`config.mk`:
```
export PLATFORM = sky130hd
export DESIGN_NAME = vga_image_reader_flat
export DESIGN_NICKNAME = d
export VERILOG_FILES = /design/src/rtl/vga_pkg.sv /design/src/rtl/vga_image_reader_if.sv /design/src/rtl/vga_timing.sv /design/src/rtl/vga_image_reader.sv /design/src/flat_wrapper.sv
export SDC_FILE = /design/constraint.sdc
export NUM_CORES = 1
export LEC_CHECK = 0
export BUFFER_PORTS_ARGS = -buffer_cell sky130_fd_sc_hd__buf_2
export CORE_MARGIN = 1.5
export CORE_UTILIZATION = 40
export DETAILED_ROUTE_END_ITERATION = 7
export SLEW_MARGIN = 20
export SYNTH_ARGS = -nofsm -noshare
export SYNTH_HDL_FRONTEND = slang
export SYNTH_SLANG_ARGS = --single-unit
export TNS_END_PERCENT = 20
```
`constraint.sdc`:
```
create_clock -name clk -period 2.7 [get_ports clk]
set_input_delay 0.54 -clock clk [delete_from_list [all_inputs] [get_ports clk]]
set_output_delay 0.54 -clock clk [all_outputs]
set_load 0.03 [all_outputs]
```
`src/rtl/vga_pkg.sv`:
```
// VGA 640x480@60 timing constants shared by the image reader and its timing
// generator, plus the bring-up gray-bar helper used when VGA_TEST_PATTERN_EN
// is defined.
package vga_pkg;

    localparam int H_ACTIVE = 640;
    localparam int H_FP     = 16;
    localparam int H_SYNC   = 96;
    localparam int H_BP     = 48;
    localparam int H_TOTAL  = 800;

    localparam int V_ACTIVE = 480;
    localparam int V_FP     = 10;
    localparam int V_SYNC   = 2;
    localparam int V_BP     = 33;
    localparam int V_TOTAL  = 525;

    // Sync pulse windows, inclusive bounds on the counter values.
    localparam int H_SYNC_START = H_ACTIVE + H_FP;
    localparam int H_SYNC_END   = H_SYNC_START + H_SYNC - 1;
    localparam int V_SYNC_START = V_ACTIVE + V_FP;
    localparam int V_SYNC_END   = V_SYNC_START + V_SYNC - 1;

    localparam int CNT_W = 10;
    localparam int BAR_W = 80;

    // Gray level of the 80 px wide vertical bar containing column h.
    // Threshold compares instead of a divide so it stays a few comparators.
    function automatic logic [7:0] bar_level(input logic [CNT_W-1:0] h);
        logic [2:0] idx;
        idx = 3'd0;
        for (int i = 1; i < 8; i++) begin
            if (h >= CNT_W'(i * BAR_W)) idx = 3'(i);
        end
        return {idx, 5'b0};
    endfunction

endpackage

```
`src/rtl/vga_image_reader_if.sv`:
```
// Image memory read port between the VGA reader (master) and the
// processed-image RAM (slave).
//
// Handshake: there is no valid/ready pair. The master presents
// mem_rd_adr every clk; the slave returns mem_rd_data for that address
// exactly one clk later (synchronous RAM read). The master never stalls
// and never writes.
interface vga_image_reader_if #(
    parameter int ADDR_W = 16
);
    logic [ADDR_W-1:0] mem_rd_adr;
    logic [7:0]        mem_rd_data;

    modport master (output mem_rd_adr, input  mem_rd_data);
    modport slave  (input  mem_rd_adr, output mem_rd_data);
endinterface

```
`src/rtl/vga_timing.sv`:
```
// 640x480@60 timing generator: 25 MHz pixel tick from the 50 MHz clock,
// horizontal/vertical counters and combinational sync/active/frame-end
// decode (pipeline stage 0).
module vga_timing
    import vga_pkg::*;
(
    input  logic             clk,
    input  logic             reset,
    output logic [CNT_W-1:0] h_cnt,
    output logic [CNT_W-1:0] v_cnt,
    output logic             tick,
    output logic             hsync_c,
    output logic             vsync_c,
    output logic             active_c,
    output logic             frame_end
);

    logic pix_tick;
    logic h_last;
    logic v_last;

    // Divide-by-two pixel enable; counters move only on clks where it is 1.
    always_ff @(posedge clk or negedge reset) begin
        if (!reset) pix_tick <= 1'b0;
        else        pix_tick <= ~pix_tick;
    end

    assign tick   = pix_tick;
    assign h_last = (h_cnt == CNT_W'(H_TOTAL - 1));
    assign v_last = (v_cnt == CNT_W'(V_TOTAL - 1));

    // Raster counters: h wraps at 799 and carries into v, v wraps at 524.
    always_ff @(posedge clk or negedge reset) begin
        if (!reset) begin
            h_cnt <= '0;
            v_cnt <= '0;
        end else if (tick) begin
            if (h_last) begin
                h_cnt <= '0;
                v_cnt <= v_last ? '0 : v_cnt + 1'b1;
            end else begin
                h_cnt <= h_cnt + 1'b1;
            end
        end
    end

    // Pin levels (syncs are active-low) decoded straight from the counters.
    assign hsync_c   = !((h_cnt >= CNT_W'(H_SYNC_START)) && (h_cnt <= CNT_W'(H_SYNC_END)));
    assign vsync_c   = !((v_cnt >= CNT_W'(V_SYNC_START)) && (v_cnt <= CNT_W'(V_SYNC_END)));
    assign active_c  = (h_cnt < CNT_W'(H_ACTIVE)) && (v_cnt < CNT_W'(V_ACTIVE));
    assign frame_end = tick && h_last && v_last;

endmodule

```
`src/rtl/vga_image_reader.sv`:
```
// VGA image reader: scans the 8-bit grayscale image memory in raster order
// and drives the ADV7123 with R=G=B. Display is gated per frame by `show`.
// Optional build macro VGA_TEST_PATTERN_EN: gray bars in the active area
// while the frame's show latch is 0.
module vga_image_reader
    import vga_pkg::*;
#(
    parameter int IMG_W  = 256,
    parameter int IMG_H  = 256,
    parameter int ADDR_W = 16
) (
    input  logic               clk,
    input  logic               reset,
    input  logic               show,
    vga_image_reader_if.master mem,
    output logic               vga_clk,
    output logic               vga_hsync,
    output logic               vga_vsync,
    output logic               vga_blank_n,
    output logic               vga_sync_n,
    output logic [7:0]         vga_r,
    output logic [7:0]         vga_g,
    output logic [7:0]         vga_b,
    output logic               frame_done
);

    localparam logic [ADDR_W-1:0] ADR_LAST = ADDR_W'(IMG_W * IMG_H - 1);

    logic [CNT_W-1:0]  h_cnt;
    logic [CNT_W-1:0]  v_cnt;
    logic              tick;
    logic              hsync_c;
    logic              vsync_c;
    logic              active_c;
    logic              frame_end;
    logic              in_img;
    logic              frame_start;
    logic              show_q;
    logic              show_eff;
    logic [ADDR_W-1:0] adr_cnt;
    logic [7:0]        pix_d;
    logic [7:0]        pix_q;

    vga_timing u_timing (
        .clk       (clk),
        .reset     (reset),
        .h_cnt     (h_cnt),
        .v_cnt     (v_cnt),
        .tick      (tick),
        .hsync_c   (hsync_c),
        .vsync_c   (vsync_c),
        .active_c  (active_c),
        .frame_end (frame_end)
    );

    assign in_img      = (int'(h_cnt) < IMG_W) && (int'(v_cnt) < IMG_H);
    assign frame_start = tick && (h_cnt == '0) && (v_cnt == '0);
    // Pixel (0,0) is registered on the same tick that latches show, so it
    // uses the incoming value; the rest of the frame uses the latch.
    assign show_eff    = frame_start ? show : show_q;

    // Per-frame show latch: mid-frame changes wait for the next (0,0).
    always_ff @(posedge clk or negedge reset) begin
        if (!reset)           show_q <= 1'b0;
        else if (frame_start) show_q <= show;
    end

    // Running raster address; saturates on the last image pixel and holds
    // outside the image, so no multiplier is needed.
    always_ff @(posedge clk or negedge reset) begin
        if (!reset)                                 adr_cnt <= '0;
        else if (frame_end)                         adr_cnt <= '0;
        else if (tick && in_img && adr_cnt != ADR_LAST) adr_cnt <= adr_cnt + 1'b1;
    end

    assign mem.mem_rd_adr = adr_cnt;

    // Pixel value for the current counters; memory data for this address
    // has been valid for one clk by the time the output stage samples it.
    always_comb begin
        pix_d = 8'h00;
        if (active_c && in_img && show_eff) begin
            pix_d = mem.mem_rd_data;
        end
`ifdef VGA_TEST_PATTERN_EN
        else if (active_c && !show_eff) begin
            pix_d = bar_level(h_cnt);
        end
`endif
    end

    // Output stage: one pixel of latency, syncs/blank/rgb move together.
    always_ff @(posedge clk or negedge reset) begin
        if (!reset) begin
            vga_hsync   <= 1'b1;
            vga_vsync   <= 1'b1;
            vga_blank_n <= 1'b0;
            pix_q       <= 8'h00;
        end else if (tick) begin
            vga_hsync   <= hsync_c;
            vga_vsync   <= vsync_c;
            vga_blank_n <= active_c;
            pix_q       <= pix_d;
        end
    end

    // DAC clock is the registered pixel tick; frame_done is a 1-clk pulse.
    always_ff @(posedge clk or negedge reset) begin
        if (!reset) begin
            vga_clk    <= 1'b0;
            frame_done <= 1'b0;
        end else begin
            vga_clk    <= tick;
            frame_done <= frame_end;
        end
    end

    assign vga_r      = pix_q;
    assign vga_g      = pix_q;
    assign vga_b      = pix_q;
    assign vga_sync_n = 1'b0;

endmodule

```
`src/flat_wrapper.sv`:
```
// flat-port wrapper written by rule: the top's interface ports become plain ports
module vga_image_reader_flat import vga_pkg::*;
#(
    parameter int IMG_W  = 256,
    parameter int IMG_H  = 256,
    parameter int ADDR_W = 16
)
  (clk, reset, show, vga_clk, vga_hsync, vga_vsync, vga_blank_n, vga_sync_n, vga_r, vga_g, vga_b, frame_done, mem_mem_rd_adr, mem_mem_rd_data);
  vga_image_reader_if #(.ADDR_W(ADDR_W)) mem_i ();
  input  logic clk;
  input  logic reset;
  input  logic show;
  output logic vga_clk;
  output logic vga_hsync;
  output logic vga_vsync;
  output logic vga_blank_n;
  output logic vga_sync_n;
  output logic [7:0] vga_r;
  output logic [7:0] vga_g;
  output logic [7:0] vga_b;
  output logic frame_done;
  output wire logic [$bits(mem_i.mem_rd_adr)-1:0] mem_mem_rd_adr;
  input wire logic [$bits(mem_i.mem_rd_data)-1:0] mem_mem_rd_data;
  assign mem_mem_rd_adr = mem_i.mem_rd_adr;
  assign mem_i.mem_rd_data = mem_mem_rd_data;
  vga_image_reader #(.IMG_W(IMG_W), .IMG_H(IMG_H), .ADDR_W(ADDR_W)) u_core (.clk(clk), .reset(reset), .show(show), .mem(mem_i), .vga_clk(vga_clk), .vga_hsync(vga_hsync), .vga_vsync(vga_vsync), .vga_blank_n(vga_blank_n), .vga_sync_n(vga_sync_n), .vga_r(vga_r), .vga_g(vga_g), .vga_b(vga_b), .frame_done(frame_done));
endmodule
```
### After elaboration in Yosys (flattened, before gate mapping)

Index checks and enable logic that the tools add are counted.

| cells by class | value |
|---|---|
| add/sub/neg operators | 3 |
| magnitude comparators | 8 |
| eq/ne operators | 3 |
| multiplexer cells | 6 |
| bitwise operators | 1 |
| reductions and logical operators | 18 |

Operators by type and width:

| operator | count |
|---|---|
| $mux 16 | 2 |
| $lt 10x9->1 const B | 3 |
| $add 10x1->10 const B | 2 |
| $eq 10x10->1 const B | 2 |
| $logic_not 10->1 | 2 |
| $mux 10 | 2 |
| $add 16x1->16 const B | 1 |
| $ne 16x16->1 const B | 1 |
| $logic_and 1x1->1 | 12 |
| $ge 10x10->1 const B | 1 |
| $ge 10x9->1 const B | 1 |
| $le 10x10->1 const B | 1 |
| $le 10x9->1 const B | 1 |
| $lt 10x10->1 const B | 1 |
| $mux 8 | 1 |
| $logic_not 1->1 | 2 |
| $reduce_and 2->1 | 1 |
| $reduce_bool 2->1 | 1 |
| $mux 1 | 1 |
| $not 1->1 | 1 |

| storage, ports and cells | value |
|---|---|
| flip-flop bits (word level) | 51 |
| input bits | 11 |
| output and inout port bits | 46 |
| word-level logic and storage cells | 50 |

### Logic depth before layout (Yosys ltp)

Gate-level depths: netlist of the first run.

| logic depth | value |
|---|---|
| depth after elaboration | 6 |
| gate-level depth with buffers | 7 |
| gate-level depth less buffers | 6 |

### Hierarchy

Synthesis of the first run repeated with hierarchy kept, for this count alone.

| second synthesis, totals | value |
|---|---|
| cell total of the unflattened synthesis | 284 |
| area, all modules | 2805.2 µm² |

By module, submodules not included:

| module | instances | cells each | area an instance (µm²) | seq. area each (µm²) |
|---|---|---|---|---|
| vga_image_reader | 1 | 170 | 1666.6 | 753.2 |
| vga_timing | 1 | 114 | 1138.6 | 525.5 |

### Worst setup path before layout of the first run

Ideal clock, no wire load.

| timing | value |
|---|---|
| kind | register to register |
| start point | reg u_core.u_timing.h_cnt[5] |
| end point | reg u_core.adr_cnt[0], in the netlist u_core.mem.mem_rd_adr[0] |
| setup time | 0.139 ns |
| arrival time | 1.944 ns |
| data required time | 2.561 ns |
| slack | 0.617 ns |
| stages on the path, launching flop included | 8 |
| path buffers | 3 |
| path through | dfrtp_1 buf_6 or3_4 or4_4 buf_6 buf_2 o221ai_1 o31ai_1 |

| between the ends | value |
|---|---|
| cells in the longest elaborated chain, start to end | 5 |
| elaborated cells between the ends (all ways) | 9 |
| those cells by class | order compare (1); eq/ne (1); mux (1); reduce/logical (6) |

RTL lines:

| what | line | text |
|---|---|---|
| start, declared | vga_timing.sv:9 | `output logic [CNT_W-1:0] h_cnt,` |
| start signal, assigned | vga_timing.sv:42 | `h_cnt <= h_cnt + 1'b1;` |
| $lt 10x9->1 | vga_image_reader.sv:56 | `assign in_img = (int'(h_cnt) < IMG_W) && (int'(v_cnt) < IMG_H);` |
| $logic_and 1x1->1 | vga_image_reader.sv:56 |  |
| $logic_and 1x1->1 (2 in a row) | vga_image_reader.sv:73 | `else if (tick && in_img && adr_cnt != ADR_LAST) adr_cnt <= adr_cnt + 1'b1;` |
| $reduce_bool 2->1 (no source line) | n/a |  |
| end signal, assigned | vga_image_reader.sv:73 |  |
| end, declared | vga_image_reader.sv:40 | `logic [ADDR_W-1:0] adr_cnt;` |

Parallel ways exist; a longest one is shown, timed or not.
A chain may end at the register's enable or synchronous reset.

### Final worst setup path of the first run

| timing | value |
|---|---|
| start point | reg u_core.u_timing.h_cnt[5] |
| end point | reg u_core.u_timing.v_cnt[3] |

| between the ends | value |
|---|---|
| cells in the longest elaborated chain, start to end | 2 |

RTL lines:

| what | line | text |
|---|---|---|
| $eq 10x10->1 | vga_timing.sv:29 | `assign h_last = (h_cnt == CNT_W'(H_TOTAL - 1));` |
| $reduce_and 2->1 (no source line) | n/a |  |
| end signal, assigned | vga_timing.sv:40 | `v_cnt <= v_last ? '0 : v_cnt + 1'b1;` |
| end, declared | vga_timing.sv:10 | `output logic [CNT_W-1:0] v_cnt,` |

No other way between the ends.

==> results of run 1 <==
==> cell type report <==
class                      instances  area, um2  area share, %
tap                               80        100           3.23
sequential                        51       1280           41.3
inverter                          14       52.6           1.70
timing repair buffer              65        350           11.3
clock buffer                       5       68.8           2.22
multi-input combinational        189       1230           39.7
clock inverter                     3       18.8          0.606
==> kinds of logic after synthesis <==
family,count (synthesis)
AO/OA/AOI/OAI,57
AND/OR/NAND/NOR,105
flip-flops,51
multiplexers,10
other,1
XOR/XNOR,11
buffers and inverters,42
adder cells (fa/ha/maj),5
==> worst max-delay path by stage <==
stage,end,cells past startpoint,slack [ns]
floorplan,u_core.mem.mem_rd_adr[0],7,0.62
global placement,u_core.u_timing.v_cnt[3],4,0.60
detailed placement,u_core.u_timing.v_cnt[3],4,0.57
CTS,u_core.u_timing.v_cnt[3],4,0.56
global route,u_core.mem.mem_rd_adr[9],7,0.47
finish,u_core.u_timing.v_cnt[3],4,0.57
==> routing by layer <==
metal  vias to the layer above  GRT usage, %  routed length, um
li1                       1109             -                  -
met1                      1101          22.5               2690
met2                        62          26.9               2820
met3                         8          2.98                257
met4                         0          6.01                 78
met5                         -             0                  0
==> power by group through the flow <==
stage / Sequential [uW] / Clock (uW) / Combinational (uW)
floorplan: 804 / 0 / 54.8
CTS: 776 / 467 / 93.8
finish: 776 / 449 / 92.0
global placement: 790 / 0 / 93.3
detailed placement: 791 / 0 / 93.7
global route: 777 / 499 / 101
==> state kept, by name, indices dropped and copies added (netlist names) <==
| register | count |
|---|---|
| u_core.u_timing.v_cnt | 10 |
| u_core.vga_vsync | 1 |
| u_core.mem.mem_rd_adr | 16 |
| u_core.frame_done | 1 |
| u_core.vga_b | 8 |
| u_core.u_timing.h_cnt | 10 |
| u_core.u_timing.tick | 1 |
| u_core.vga_hsync | 1 |
| u_core.vga_clk | 1 |
| u_core.vga_blank_n | 1 |
| u_core.show_q | 1 |
==> cells in the mapped netlist, types with 3 or more instances <==
library cell  count
nand2_1          16
and3_1            6
xnor2_1           7
nor3_1            6
o21bai_1          3
nor4_1            9
dfrtp_1          49
nand3_1          23
o21ai_0          14
mux2i_1           8
a21oi_1          12
o31ai_1          10
ha_1              5
o2bb2ai_1         8
or3_1             4
nand4_1          11
nor2_1           10
buf_4            17
or4_1             8
inv_1            14
xor2_1            4
clkbuf_1          7
==> critical path, delay by kind of cell (launching register included) <==
kind / cells / cell delay (ns)
flip-flops: 1 / 0.46
AO/OA/AOI/OAI: 1 / 0.14
AND/OR/NAND/NOR: 3 / 1.46
==> metrics by stage <==
step                      setup WS [ns]  hold slack, ns
after detailed placement          0.573           0.482
after CTS                         0.563           0.153
after floorplan                   0.617           0.244
after global placement            0.605           0.484
after global routing              0.474           0.164
final                             0.568           0.146
==> results.yml, run 1 <==
critical_path:
  max_stage_delay_ns: 0.66
  start_kind: "flop"
  cp_cell_sequence: "or3_4 > or4_4 > or3_1 > a21oi_1"
  required_ns: 2.94
  rrSetupSlack_ns: 0.57
  r2r-end: "u_core.u_timing.v_cnt[3]"
  worst-path-max-fanout: 19
  worstPathArrival_ns: 2.38
  cp-end-kind: "flop"
  r2r_cells: 4
  r2r_start: "u_core.u_timing.h_cnt[5]"
  cp-startpoint: "u_core.u_timing.h_cnt[5]"
  crit_slowest_cell: "or4_4"
  crit_type: "flop to flop"
synthesis:
  syn_nets: 298
  syn-mean-instance-area_um2: 9.74
  synth-edff-count: 0
  synthSimpleGateAreaFrac_pct: 21.4
  postSynthCellCount: 282
  muxShareOfSynthArea_pct: 3.73
  synth_top_family_by_area: "simple AND/OR/NAND/NOR gates"
  synth.distinct_cells: 44
  synthFlopType: "dfrtp_1"
  synth-xor-area-share_pct: 3.51
  synth-seq-cells: 51
  synth_compound_area_share_pct: 13.7
  synth_warnings: 0
  synth_top_area_share_pct: 44.6
  yosysTopAreaCell: "dfrtp_1"
  seq_area_frac_synth_pct: 46.5
  synthTopCellsByArea: "dfrtp_1, buf_4, nand3_1"
  syn-cell-area_um2: 2750
  async_reset_ff_share_pct: 100
  synth_fa_ha_area_share_pct: 2.28
cells_and_area:
  design_area_um2: 3100
  final_common_cell: "buf_2"
  drive_gt1_share_pct: 24.8
  finalNetCount: 342
  area_growth_pct: 12.8
  fill_cells: 653
  n_antenna_cell: 0
  utilization_pct: 46.1
  final_cell_mix: "buf_2, dfrtp_1, nand3_1"
  fin_cells: 407
job:
  cap_violations: 0
clock_network:
  cts-resized-gates: 0
  cts_setup_buffers: 0
  cts.sinks: 51
  tritoncts: "built"
  cts.clk_slew.worst_paths_ns: 0.10
  insertion_delay_ns: 0.31
  cts_buffer_depth: 2
  hold_buffers: 0
  root_buffer: "clkbuf_8"
  htreeDepth: 2
  cts_buffers: 5
die:
  die_w_um: 85.9
  start_util_pct: 40.9
  die-area_um2: 7380
  die_y_um: 85.9
  io_pins: 57
  core_um2: 6720
  row_count: 30
sta:
  finalMaxSlewViolations: 0
  fin_crit_sh_pct: 78.9
  final-setup-viol-count: 0
  clock-skew-final_ns: 0.0117
  period_needed_ns: 2.13
  finalHoldViolCount: 0
  worstMarginPinSlew_ns: 0.659
  rsz0062_at_grt: "false"
  tns_ns: 0
  relSlewSlack_pct: 55.7
  clock.fmax_mhz: 469
route:
  viasPerCell: 5.60
  drt_iter0_drc: 89
  first_pass_iters: 4
  wl_per_cell_um: 14.4
  drtAntennaViolNets: 0
  drcViolationCount: 0
  routed_wl_um: 5840
  vias: 2280
place:
  dp_cells: 399
  dp.final_hpwl_um: 4340
  gp_congestion: 0.771
  io_buffers: 55
  placed_area_um2: 3010
power_and_ir_drop:
  p_leak_uw: 0.00143
  seqPwrFrac_pct: 58.9
  swShare_pct: 25.8
  power.share.clock_pct: 34.1
  pwr-share-comb_pct: 7.0
  p_total_uw: 1320
  p_switching_uw: 340
  peakVddDrop_mv: 0.163
  p_per_area_nw_per_um2: 425
  internal_power_uw: 977
worst_hold_path:
  min-delay-path-class: "primary input to asynchronous set/reset pin"
grt:
  first_global_vias: 2020
  antenna_found_initial: 0
  grt_pass1_wl_um: 9770
  grt_usage_pct: 16.7
  grt-ovfl-total: 0
  grt_max_degree: 20
outcome:
  status: "finished, final reports clean"
Power figures use the tool's default switching activity.
==> run 2, diff against run 1 <==
==> constraint.sdc (replaced) <==
create_clock -name clk -period 1.8 [get_ports clk]
set_input_delay 0.36 -clock clk [delete_from_list [all_inputs] [get_ports clk]]
set_output_delay 0.36 -clock clk [all_outputs]
set_load 0.03 [all_outputs]
==> results.yml, run 2 (synthesis gave the netlist of run 1 again) <==
outcome:
  status: "finished with violations"
  failed_checks: "negative setup slack"
route:
  drcViolationCount: 0
  wl_per_cell_um: 14.3
  first_pass_iters: 4
  routed_wl_um: 6400
  vias: 2426
  drt_iter0_drc: 112
  drtAntennaViolNets: 0
  viasPerCell: 5.42
grt:
  antenna_found_initial: 0
  grt_usage_pct: 17.4
  grt-ovfl-total: 0
  grt_pass1_wl_um: 10300
  first_global_vias: 2218
  grt_max_degree: 22
cells_and_area:
  finalNetCount: 383
  final_cell_mix: "buf_2, buf_4, dfrtp_1"
  area_growth_pct: 29.7
  n_antenna_cell: 0
  largest_reg_flops: 16
  drive_gt1_share_pct: 39.4
  final_common_cell: "buf_2"
die:
  start_util_pct: 40.9
  die-area_um2: 7380
  core_um2: 6720
  die_w_um: 85.9
  row_count: 30
  die_y_um: 85.9
  io_pins: 57
clock_network:
  root_buffer: "clkbuf_8"
  cts_buffer_depth: 2
  cts.clk_slew.worst_paths_ns: 0.10
  insertion_delay_ns: 0.31
  cts_buffers: 5
  tritoncts: "built"
  cts.sinks: 51
  htreeDepth: 2
job:
  cap_violations: 0
sta:
  finalMaxSlewViolations: 0
  rsz0062_at_grt: "true"
  timing.hold.ws_ns: 0.264
  clock-skew-final_ns: 0.0128
  finalHoldViolCount: 0
  period_needed_ns: 1.87
  fin_crit_sh_pct: 104
  finalWorstSetupSlack_ns: -0.0668
  clock.fmax_mhz: 536
  final-setup-viol-count: 18
power_and_ir_drop:
  seqPwrFrac_pct: 57.7
  peakVddDrop_mv: 0.301
  p_per_area_nw_per_um2: 566
  internal_power_uw: 1510
  p_switching_uw: 505
  power.share.clock_pct: 35.1
  pwr-share-comb_pct: 7.2
  swShare_pct: 25.0
  p_leak_uw: 0.00166
  p_total_uw: 2020
critical_path:
  start_kind: "flop"
  cp-end-kind: "flop"
  worst-path-max-fanout: 6
  worstPathArrival_ns: 2.10
  crit_type: "flop to flop"
  required_ns: 2.03
place:
  gp_congestion: 0.816
  dp.final_hpwl_um: 4710
  io_buffers: 55
worst_hold_path:
  min-delay-path-class: "primary input to flop"
[run 2: cell count changes in the layout (fill, tap and decap cells not counted), moves of 3 or more]
cell / delta
buf_4: +37
nor4_1: -3
a21oi_2: +4
a21oi_1: -4
o21ai_1: +4
o21ai_0: -5
[run 2: path summary, 6_finish.rpt]
path	startpoint	endpoint	slack [ns]	cells past startpoint
max in group asynchronous	reset	u_core.vga_hsync	0.82	3
min in group asynchronous	reset	u_core.vga_b[4]	0.48	2
worst min-delay path	mem_mem_rd_data[5]	u_core.vga_b[5]	0.26	3
worst min register to register	u_core.vga_vsync	u_core.vga_vsync	0.51	2
worst max-delay path	u_core.mem.mem_rd_adr[0]	u_core.mem.mem_rd_adr[14]	-0.07	5
worst max register to register	u_core.mem.mem_rd_adr[0]	u_core.mem.mem_rd_adr[14]	-0.07	5
[run 2: power by group through the flow]
stage | sequential (uW) | combinational (uW) | clock (uW)
after floorplan | 1210 | 82.1 | 0
final | 1160 | 145 | 708
after CTS | 1160 | 147 | 728
after global routing | 1170 | 159 | 776
after detailed placement | 1190 | 145 | 0
after global placement | 1190 | 144 | 0
[run 2: per-layer routing]
layer | wire [um] | GRT usage (%) | part of all wire (%) | vias to the layer above
li1 | - | - | - | 1194
met1 | 2990 | 23.3 | 47 | 1166
met2 | 3120 | 28.6 | 49 | 58
met3 | 198 | 3.37 | 3.1 | 8
met4 | 91 | 5.13 | 1.4 | 0
met5 | 0 | 0 | 0 | -
[run 2: layout make-up]
class                      instances  area [um2]
clock buffer                       6        82.6
clock inverter                     2        16.3
fill                             621        3160
inverter                          14        52.6
multi-input combinational        189        1350
sequential                        51        1280
tap                               80         100
timing repair buffer             106         681
[run 2: timing repair]
| action | in CTS | in global routing |
|---|---|---|
| hold buffers | 1 | 0 |
| setup endpoints to repair | 18 | 32 |
| endpoints found under the hold margin | 10 | 0 |
| resized for setup | 7 | 23 |
| pin swaps | 4 | 10 |
| buffers inserted | 3 | 1 |
[run 2: critical path, cell delays in order (launching register included)]
cell	delay (ns)
dfrtp_2	0.40
ha_4	0.13
nand4_1	0.21
or3_4	0.49
or4_4	0.43
a21oi_2	0.13
[run 2: through the flow]
stage	std cells	utilization [%]	TNS (ns)	setup WS, ns	instance area (um2)
floorplan	282	-	-1.31	-0.0775	2770
global placement	435	49.3	-0.206	-0.0395	3310
detailed placement	435	49.3	-0.601	-0.0705	3310
CTS	447	51.5	-0.119	-0.0646	3460
global route	448	53.0	-2.19	-0.144	3560
finish	448	53.0	-0.675	-0.0668	3560
